===== config.mk =====
export PLATFORM = sky130hd
export DESIGN_NAME = noc_flit_injector
export DESIGN_NICKNAME = d
export VERILOG_FILES = /design/src/rtl/noc_pkg.sv /design/src/rtl/noc_inj_fifo.sv /design/src/rtl/noc_flit_injector.sv
export SDC_FILE = /design/constraint.sdc
export NUM_CORES = 1
export LEC_CHECK = 0
export ABC_CLOCK_PERIOD_IN_PS = 8800
export BUFFER_PORTS_ARGS = -buffer_cell sky130_fd_sc_hd__buf_2
export CAP_MARGIN = 15
export CORE_MARGIN = 4
export CORE_UTILIZATION = 60
export DETAILED_ROUTE_END_ITERATION = 8
export GPL_TIMING_DRIVEN = 0
export PLACE_DENSITY = 0.8
export SYNTH_ARGS = -nofsm -noshare
export SYNTH_HDL_FRONTEND = slang
export SYNTH_HIERARCHICAL = 1
export SYNTH_SLANG_ARGS = --single-unit

===== constraint.sdc =====
create_clock -name clk -period 8.8 [get_ports clk]
set_clock_uncertainty 0.1 [all_clocks]
set_input_delay 1.76 -clock clk [delete_from_list [all_inputs] [get_ports clk]]
set_output_delay 1.76 -clock clk [all_outputs]
set_load 0.02 [all_outputs]

===== src/rtl/noc_pkg.sv =====
// Shared types and default widths for the 4x4 mesh NoC injection path.
package noc_pkg;

    localparam int unsigned DEF_COORD_W = 2;
    localparam int unsigned DEF_DATA_W  = 32;
    localparam int unsigned DEF_SEQ_W   = 8;

    // Field order matches the wire format, MSB first.
    typedef struct packed {
        logic [DEF_COORD_W-1:0] dest_x;
        logic [DEF_COORD_W-1:0] dest_y;
        logic [DEF_COORD_W-1:0] src_x;
        logic [DEF_COORD_W-1:0] src_y;
        logic [DEF_SEQ_W-1:0]   seq;
        logic [DEF_DATA_W-1:0]  data;
    } flit_t;

    typedef enum logic [0:0] {
        EMPTY,
        HOLD
    } out_state_e;

endpackage


===== src/rtl/noc_inj_fifo.sv =====
// Synchronous FIFO buffering stamped flits between the request side and the output stage.
module noc_inj_fifo
    import noc_pkg::*;
#(
    parameter int unsigned WIDTH = $bits(flit_t),
    parameter int unsigned DEPTH = 4
) (
    input  logic             clk,
    input  logic             rst_n,
    input  logic             push,
    input  logic [WIDTH-1:0] wdata,
    input  logic             pop,
    output logic [WIDTH-1:0] rdata,
    output logic             full,
    output logic             empty
);

    localparam int unsigned PTR_W = $clog2(DEPTH);

    logic [WIDTH-1:0] mem_q [DEPTH];
    // Extra MSB distinguishes full from empty when the indices match.
    logic [PTR_W:0]   wptr_q;
    logic [PTR_W:0]   rptr_q;
    logic             do_push;
    logic             do_pop;

    assign full    = (wptr_q[PTR_W] != rptr_q[PTR_W]) &&
                     (wptr_q[PTR_W-1:0] == rptr_q[PTR_W-1:0]);
    assign empty   = (wptr_q == rptr_q);
    assign do_push = push && !full;
    assign do_pop  = pop && !empty;
    assign rdata   = mem_q[rptr_q[PTR_W-1:0]];

    always_ff @(posedge clk or negedge rst_n) begin
        if (!rst_n) begin
            wptr_q <= '0;
            rptr_q <= '0;
        end else begin
            if (do_push) wptr_q <= wptr_q + (PTR_W+1)'(1);
            if (do_pop)  rptr_q <= rptr_q + (PTR_W+1)'(1);
        end
    end

    always_ff @(posedge clk) begin
        if (do_push) mem_q[wptr_q[PTR_W-1:0]] <= wdata;
    end

endmodule


===== src/rtl/noc_flit_injector.sv =====
// Injection-side NI: stamps local requests with source/seq, buffers them, drives the router port.
// Optional statistics counters are enabled by defining NOC_INJ_STATS_EN.
module noc_flit_injector
    import noc_pkg::*;
#(
    parameter int unsigned SRC_X       = 0,
    parameter int unsigned SRC_Y       = 0,
    parameter int unsigned COORD_W     = DEF_COORD_W,
    parameter int unsigned DATA_W      = DEF_DATA_W,
    parameter int unsigned SEQ_W       = DEF_SEQ_W,
    parameter int unsigned DEPTH       = 4,
    parameter int unsigned STALL_LIMIT = 64
) (
    input  logic                                  clk,
    input  logic                                  rst_n,
    input  logic                                  req_valid,
    output logic                                  req_ready,
    input  logic [COORD_W-1:0]                    req_dest_x,
    input  logic [COORD_W-1:0]                    req_dest_y,
    input  logic [DATA_W-1:0]                     req_data,
    output logic                                  flit_valid,
    input  logic                                  flit_ready,
    output logic [4*COORD_W+SEQ_W+DATA_W-1:0]     flit_data,
    input  logic                                  err_clr,
`ifdef NOC_INJ_STATS_EN
    output logic [31:0]                           sent_cnt,
    output logic [31:0]                           stall_cycles,
    output logic [15:0]                           drop_cnt,
`endif
    output logic                                  stall_err,
    output logic                                  self_err
);

    localparam int unsigned FLIT_W      = 4*COORD_W + SEQ_W + DATA_W;
    localparam int unsigned STALL_CNT_W = $clog2(STALL_LIMIT + 1);
    localparam logic [COORD_W-1:0] SRC_XC = COORD_W'(SRC_X);
    localparam logic [COORD_W-1:0] SRC_YC = COORD_W'(SRC_Y);

    out_state_e             state_q;
    logic                   flit_valid_q;
    logic [FLIT_W-1:0]      flit_q;
    logic [SEQ_W-1:0]       seq_q;
    logic [STALL_CNT_W-1:0] stall_cnt_q;
    logic                   stall_err_q;
    logic                   self_err_q;

    logic                   fifo_full;
    logic                   fifo_empty;
    logic [FLIT_W-1:0]      fifo_rdata;
    logic [FLIT_W-1:0]      fifo_wdata;

    logic req_fire;
    logic is_self;
    logic push;
    logic self_drop;
    logic accept;
    logic pop;
    logic stall;
    logic stall_hit;

    assign req_ready  = !fifo_full;
    assign req_fire   = req_valid && req_ready;
    assign is_self    = (req_dest_x == SRC_XC) && (req_dest_y == SRC_YC);
    assign push       = req_fire && !is_self;
    assign self_drop  = req_fire && is_self;
    assign accept     = flit_valid_q && flit_ready;
    assign stall      = flit_valid_q && !flit_ready;
    assign pop        = !fifo_empty && ((state_q == EMPTY) || accept);
    assign stall_hit  = stall && (stall_cnt_q == STALL_CNT_W'(STALL_LIMIT - 1));
    assign fifo_wdata = {req_dest_x, req_dest_y, SRC_XC, SRC_YC, seq_q, req_data};

    assign flit_valid = flit_valid_q;
    assign flit_data  = flit_q;
    assign stall_err  = stall_err_q;
    assign self_err   = self_err_q;

    noc_inj_fifo #(
        .WIDTH (FLIT_W),
        .DEPTH (DEPTH)
    ) u_fifo (
        .clk   (clk),
        .rst_n (rst_n),
        .push  (push),
        .wdata (fifo_wdata),
        .pop   (pop),
        .rdata (fifo_rdata),
        .full  (fifo_full),
        .empty (fifo_empty)
    );

    // Output stage: the register holds the head flit until the router takes it.
    always_ff @(posedge clk or negedge rst_n) begin
        if (!rst_n) begin
            state_q      <= EMPTY;
            flit_valid_q <= 1'b0;
            flit_q       <= '0;
        end else begin
            unique case (state_q)
                EMPTY: begin
                    if (!fifo_empty) begin
                        flit_q       <= fifo_rdata;
                        flit_valid_q <= 1'b1;
                        state_q      <= HOLD;
                    end
                end
                HOLD: begin
                    if (flit_ready) begin
                        if (!fifo_empty) begin
                            flit_q <= fifo_rdata;
                        end else begin
                            flit_valid_q <= 1'b0;
                            state_q      <= EMPTY;
                        end
                    end
                end
                default: begin
                    flit_valid_q <= 1'b0;
                    state_q      <= EMPTY;
                end
            endcase
        end
    end

    always_ff @(posedge clk or negedge rst_n) begin
        if (!rst_n) begin
            seq_q <= '0;
        end else if (push) begin
            seq_q <= seq_q + SEQ_W'(1);
        end
    end

    always_ff @(posedge clk or negedge rst_n) begin
        if (!rst_n) begin
            stall_cnt_q <= '0;
        end else if (!stall) begin
            stall_cnt_q <= '0;
        end else if (stall_cnt_q != STALL_CNT_W'(STALL_LIMIT)) begin
            stall_cnt_q <= stall_cnt_q + STALL_CNT_W'(1);
        end
    end

    // Set takes priority over a simultaneous clear.
    always_ff @(posedge clk or negedge rst_n) begin
        if (!rst_n) begin
            stall_err_q <= 1'b0;
            self_err_q  <= 1'b0;
        end else begin
            if (stall_hit)    stall_err_q <= 1'b1;
            else if (err_clr) stall_err_q <= 1'b0;
            if (self_drop)    self_err_q  <= 1'b1;
            else if (err_clr) self_err_q  <= 1'b0;
        end
    end

`ifdef NOC_INJ_STATS_EN
    logic [31:0] sent_cnt_q;
    logic [31:0] stall_cycles_q;
    logic [15:0] drop_cnt_q;

    always_ff @(posedge clk or negedge rst_n) begin
        if (!rst_n) begin
            sent_cnt_q     <= '0;
            stall_cycles_q <= '0;
            drop_cnt_q     <= '0;
        end else begin
            if (accept)    sent_cnt_q     <= sent_cnt_q + 32'd1;
            if (stall)     stall_cycles_q <= stall_cycles_q + 32'd1;
            if (self_drop) drop_cnt_q     <= drop_cnt_q + 16'd1;
        end
    end

    assign sent_cnt     = sent_cnt_q;
    assign stall_cycles = stall_cycles_q;
    assign drop_cnt     = drop_cnt_q;
`endif

endmodule

==> results.sh <==
export IMPL_cp_arrival_ns=2.06
export IMPL_holdPathEnd="stall_err$_DFFE_PN0P_"
export IMPL_timing_max_slew_rel_slack=0.353
export IMPL_path_max_fanout=6
export IMPL_r2r_start="u_fifo/wptr_q[0]$_DFFE_PN0P_"
export IMPL_drv_max_cap_violation_count=0
export IMPL_most_common_cell_on_crit_path="inv_1"
export IMPL_p_leak_uw=0.00436
export IMPL_first_iter_violations=263
export IMPL_outcome="complete, no violations"
export IMPL_die_y_um=138
export IMPL_worstSkewPairLatency_ns=0.51
export IMPL_holdCritStartpoint="stall_err$_DFFE_PN0P_"
export IMPL_cts_tree="built"
export IMPL_power_density_mw_per_mm2=369
export IMPL_finalWorstPathRequiredPeriod_ns=3.92
export IMPL_globalRouteOverflowTotal=0
export IMPL_row_count=47
export IMPL_setup_worst_path_class="flop to output port"
export IMPL_clock_fmax_mhz=255
export IMPL_dp_hpwl_um=11200
export IMPL_synth_top_flop_cell="edfxtp_1"
export IMPL_final_hold_vios=0
export IMPL_synth_warning_count=6
export IMPL_cell_types_occupying_the_most_area_after_synthesis="edfxtp_1 57%, dfrtp_1 18%, mux4_2 11%"
export IMPL_remaining_drc_errors=0
export IMPL_r2r_cells=8
export IMPL_detail_route_vias_per_cell=5.71
export IMPL_cts_resized_gates=0
export IMPL_cp_data_required_time_ns=6.94
export IMPL_report_power_total_uw=4380
export IMPL_finalWeightedCongestion=0.804
export IMPL_worst_slew_pin_slew_ns=0.971
export IMPL_rsz0062_at_grt="false"
export IMPL_category_of_the_worst_setup_path_launch_point="flop"
export IMPL_antenna_found_initial=1
export IMPL_worst_ir_drop_vdd_v=0.000306
export IMPL_synth_ff_latch_count=265
export IMPL_async_set_or_reset_register_ratio_after_synthesis=0.275
export IMPL_design_portCount=93
export IMPL_vias_in_the_first_global_route=5099
export IMPL_yosys_top_cells_count="192 x edfxtp_1, 73 x dfrtp_1, 49 x mux2_2"
export IMPL_path_class_of_the_lowest_slack_min_delay_path="flop to flop"
export IMPL_clock_sinks=265
export IMPL_ctsHoldBuffers=0
export IMPL_clock_tree_root_cell="clkbuf_16"
export IMPL_number_of_nets_in_the_final_layout=679
export IMPL_die_x_um=138
export IMPL_track_usage=0.199
export IMPL_clk_path_buf_depth=3
export IMPL_netlist_cell_type_count=42
export IMPL_cts_clk_slew_worst_paths_ns=0.06
export IMPL_detail_route_antenna_nets=0
export IMPL_floorplan_die_area_mm2=0.0190
export IMPL_grt_first_pass_wirelength_um=28300
export IMPL_r2r_end="u_fifo/mem_q[3][27]$_DFFE_PP_"
export IMPL_post_syn_area_per_cell_um2=20.6
export IMPL_maximum_number_of_pins_on_one_net_before_global_route_repair=40
export IMPL_cts_inserted_buffers=26
export IMPL_post_synth_top_count_cell="edfxtp_1"
export IMPL_dr_pass1_iterations=5
export IMPL_number_of_standard_cells_after_synthesis=489
export IMPL_cts_max_level=1
export IMPL_r2r_setup_slack_ns=5.47
export IMPL_place_port_buffers=92
export IMPL_finalSetupTns_ns=0
export IMPL_drv_slew=0
export IMPL_synth_area_mm2=0.0101
export IMPL_avgRoutedWirePerCell_um=20.7
export IMPL_post_cts_setup_buffers=0
export IMPL_worstSetupEndpointType="output port"
export IMPL_layout_drive_gt1_share=0.388
export IMPL_totalWireLength_um=18000
export IMPL_worst_path_largest_cell_delay_ns=0.51
export IMPL_route_vias_total=4968
export IMPL_synth_largest_area_cell="edfxtp_1"
export IMPL_path_cells="xnor2_1, nand3_1, inv_1, inv_1, buf_2"
export IMPL_period_share=0.446
export IMPL_start_util=0.611
export IMPL_worstHoldPathCells=2
export IMPL_setup_viol_count_final=0
export IMPL_synth_enable_flop_cells=192
export IMPL_cell_with_the_largest_stage_delay_on_the_worst_path="dfrtp_1"
export IMPL_sequential_cell_area_fraction_in_the_yosys_report=0.752
export IMPL_netlist_area_leader_share=0.571
export IMPL_area_growth_syn_to_layout_pct=17.5
export IMPL_core_area_mm2=0.0165
[final cells by class]
| cell class | instances | area (um^2) |
|---|---|---|
| antenna | 1 | 2.50 |
| multi-input combinational | 212 | 2430 |
| clock inverter | 13 | 113 |
| clock buffer | 34 | 712 |
| timing repair buffer | 98 | 598 |
| sequential | 265 | 7590 |
| buffer | 17 | 106 |
| tap | 220 | 275 |
| fill | 1023 | 4660 |
| inverter | 10 | 37.5 |
[how the worst max path moves through the flow]
| stage | from | endpoint | slack (ns) | cells after the start |
|---|---|---|---|---|
| 2_1_floorplan | req_dest_x[1] | u_fifo/mem_q[3][0]$_DFFE_PP_ | 4.45 | 4 |
| 3_3_place_gp | req_dest_x[0] | u_fifo/mem_q[3][21]$_DFFE_PP_ | 2.90 | 5 |
| 3_5_place_dp | req_dest_x[0] | u_fifo/mem_q[3][21]$_DFFE_PP_ | 4.65 | 6 |
| 4_1_cts | u_fifo/wptr_q[0]$_DFFE_PN0P_ | req_ready | 4.85 | 5 |
| 5_1_grt | u_fifo/wptr_q[0]$_DFFE_PN0P_ | req_ready | 4.69 | 5 |
| 6_report | u_fifo/wptr_q[0]$_DFFE_PN0P_ | req_ready | 4.88 | 5 |
[logic make-up after synthesis]
logic type | synth area share
AOI/OAI and AO/OA | 0.0175
other | 0.000371
buffers and inverters | 0.0143
DFF | 0.752
muxes | 0.162
and+or+nand+nor | 0.0250
xor gates and xnor gates | 0.0191
adders and majority gates | 0.00992
[placed cells by master (no fill, tap or decap), types with 6 or more instances in the layout]
master / synthesis / routed
dfrtp_1: 73 / 73
nand2_1: 6 / 6
nor2_1: 7 / 7
clkbuf_16: 0 / 27
conb_1: 1 / 16
inv_1: 10 / 10
buf_2: 9 / 100
nand3_1: 6 / 6
mux2_2: 49 / 49
xnor2_1: 9 / 9
mux4_2: 48 / 48
ha_1: 8 / 8
nand2b_1: 6 / 6
edfxtp_1: 192 / 192
a21oi_1: 8 / 8
clkbuf_1: 4 / 10
clkinv_2: 0 / 6
xor2_1: 8 / 8
[critical path, delay by kind of cell (launching register included)]
kind	cells	cell delay (ns)
xor+xnor	1	0.47
flops	1	0.51
buf+inv	3	0.35
simple gates	1	0.22
[metal layers]
| layer | routed length, um | share of wire | vias up | global-route usage |
|---|---|---|---|---|
| li1 | - | - | 2212 | - |
| met1 | 7290 | 0.41 | 2561 | 0.273 |
| met2 | 9100 | 0.51 | 166 | 0.331 |
| met3 | 1210 | 0.067 | 27 | 0.0460 |
| met4 | 368 | 0.020 | 2 | 0.0467 |
| met5 | 8 | 0.00045 | - | 0 |
[registers in the layout, indices dropped and copies added, names as in the netlist]
signal / count
self_err: 1
stall_cnt_q: 7
flit_valid: 1
state_q: 1
seq_q: 8
u_fifo/wptr_q: 3
flit_data: 48
stall_err: 1
u_fifo/mem_q: 192
u_fifo/rptr_q: 3
[report_power, final]
part           switching, uW  internal [uW]
registers                157           1740
logic                    760            658
clock network            436            626
[metrics by stage]
step	setup slack, ns	hold slack, ns	std cells	cell area [um^2]	util
2_1_floorplan	4.45	0.364	504	10200	-
3_3_place_gp	2.90	0.382	816	10900	0.659
3_5_place_dp	4.65	0.376	822	11000	0.668
4_1_cts	4.85	0.394	869	11900	0.718
5_1_grt	4.69	0.420	869	11900	0.718
6_report	4.88	0.395	870	11900	0.718
Note: power is estimated with default switching activity, not from simulation.
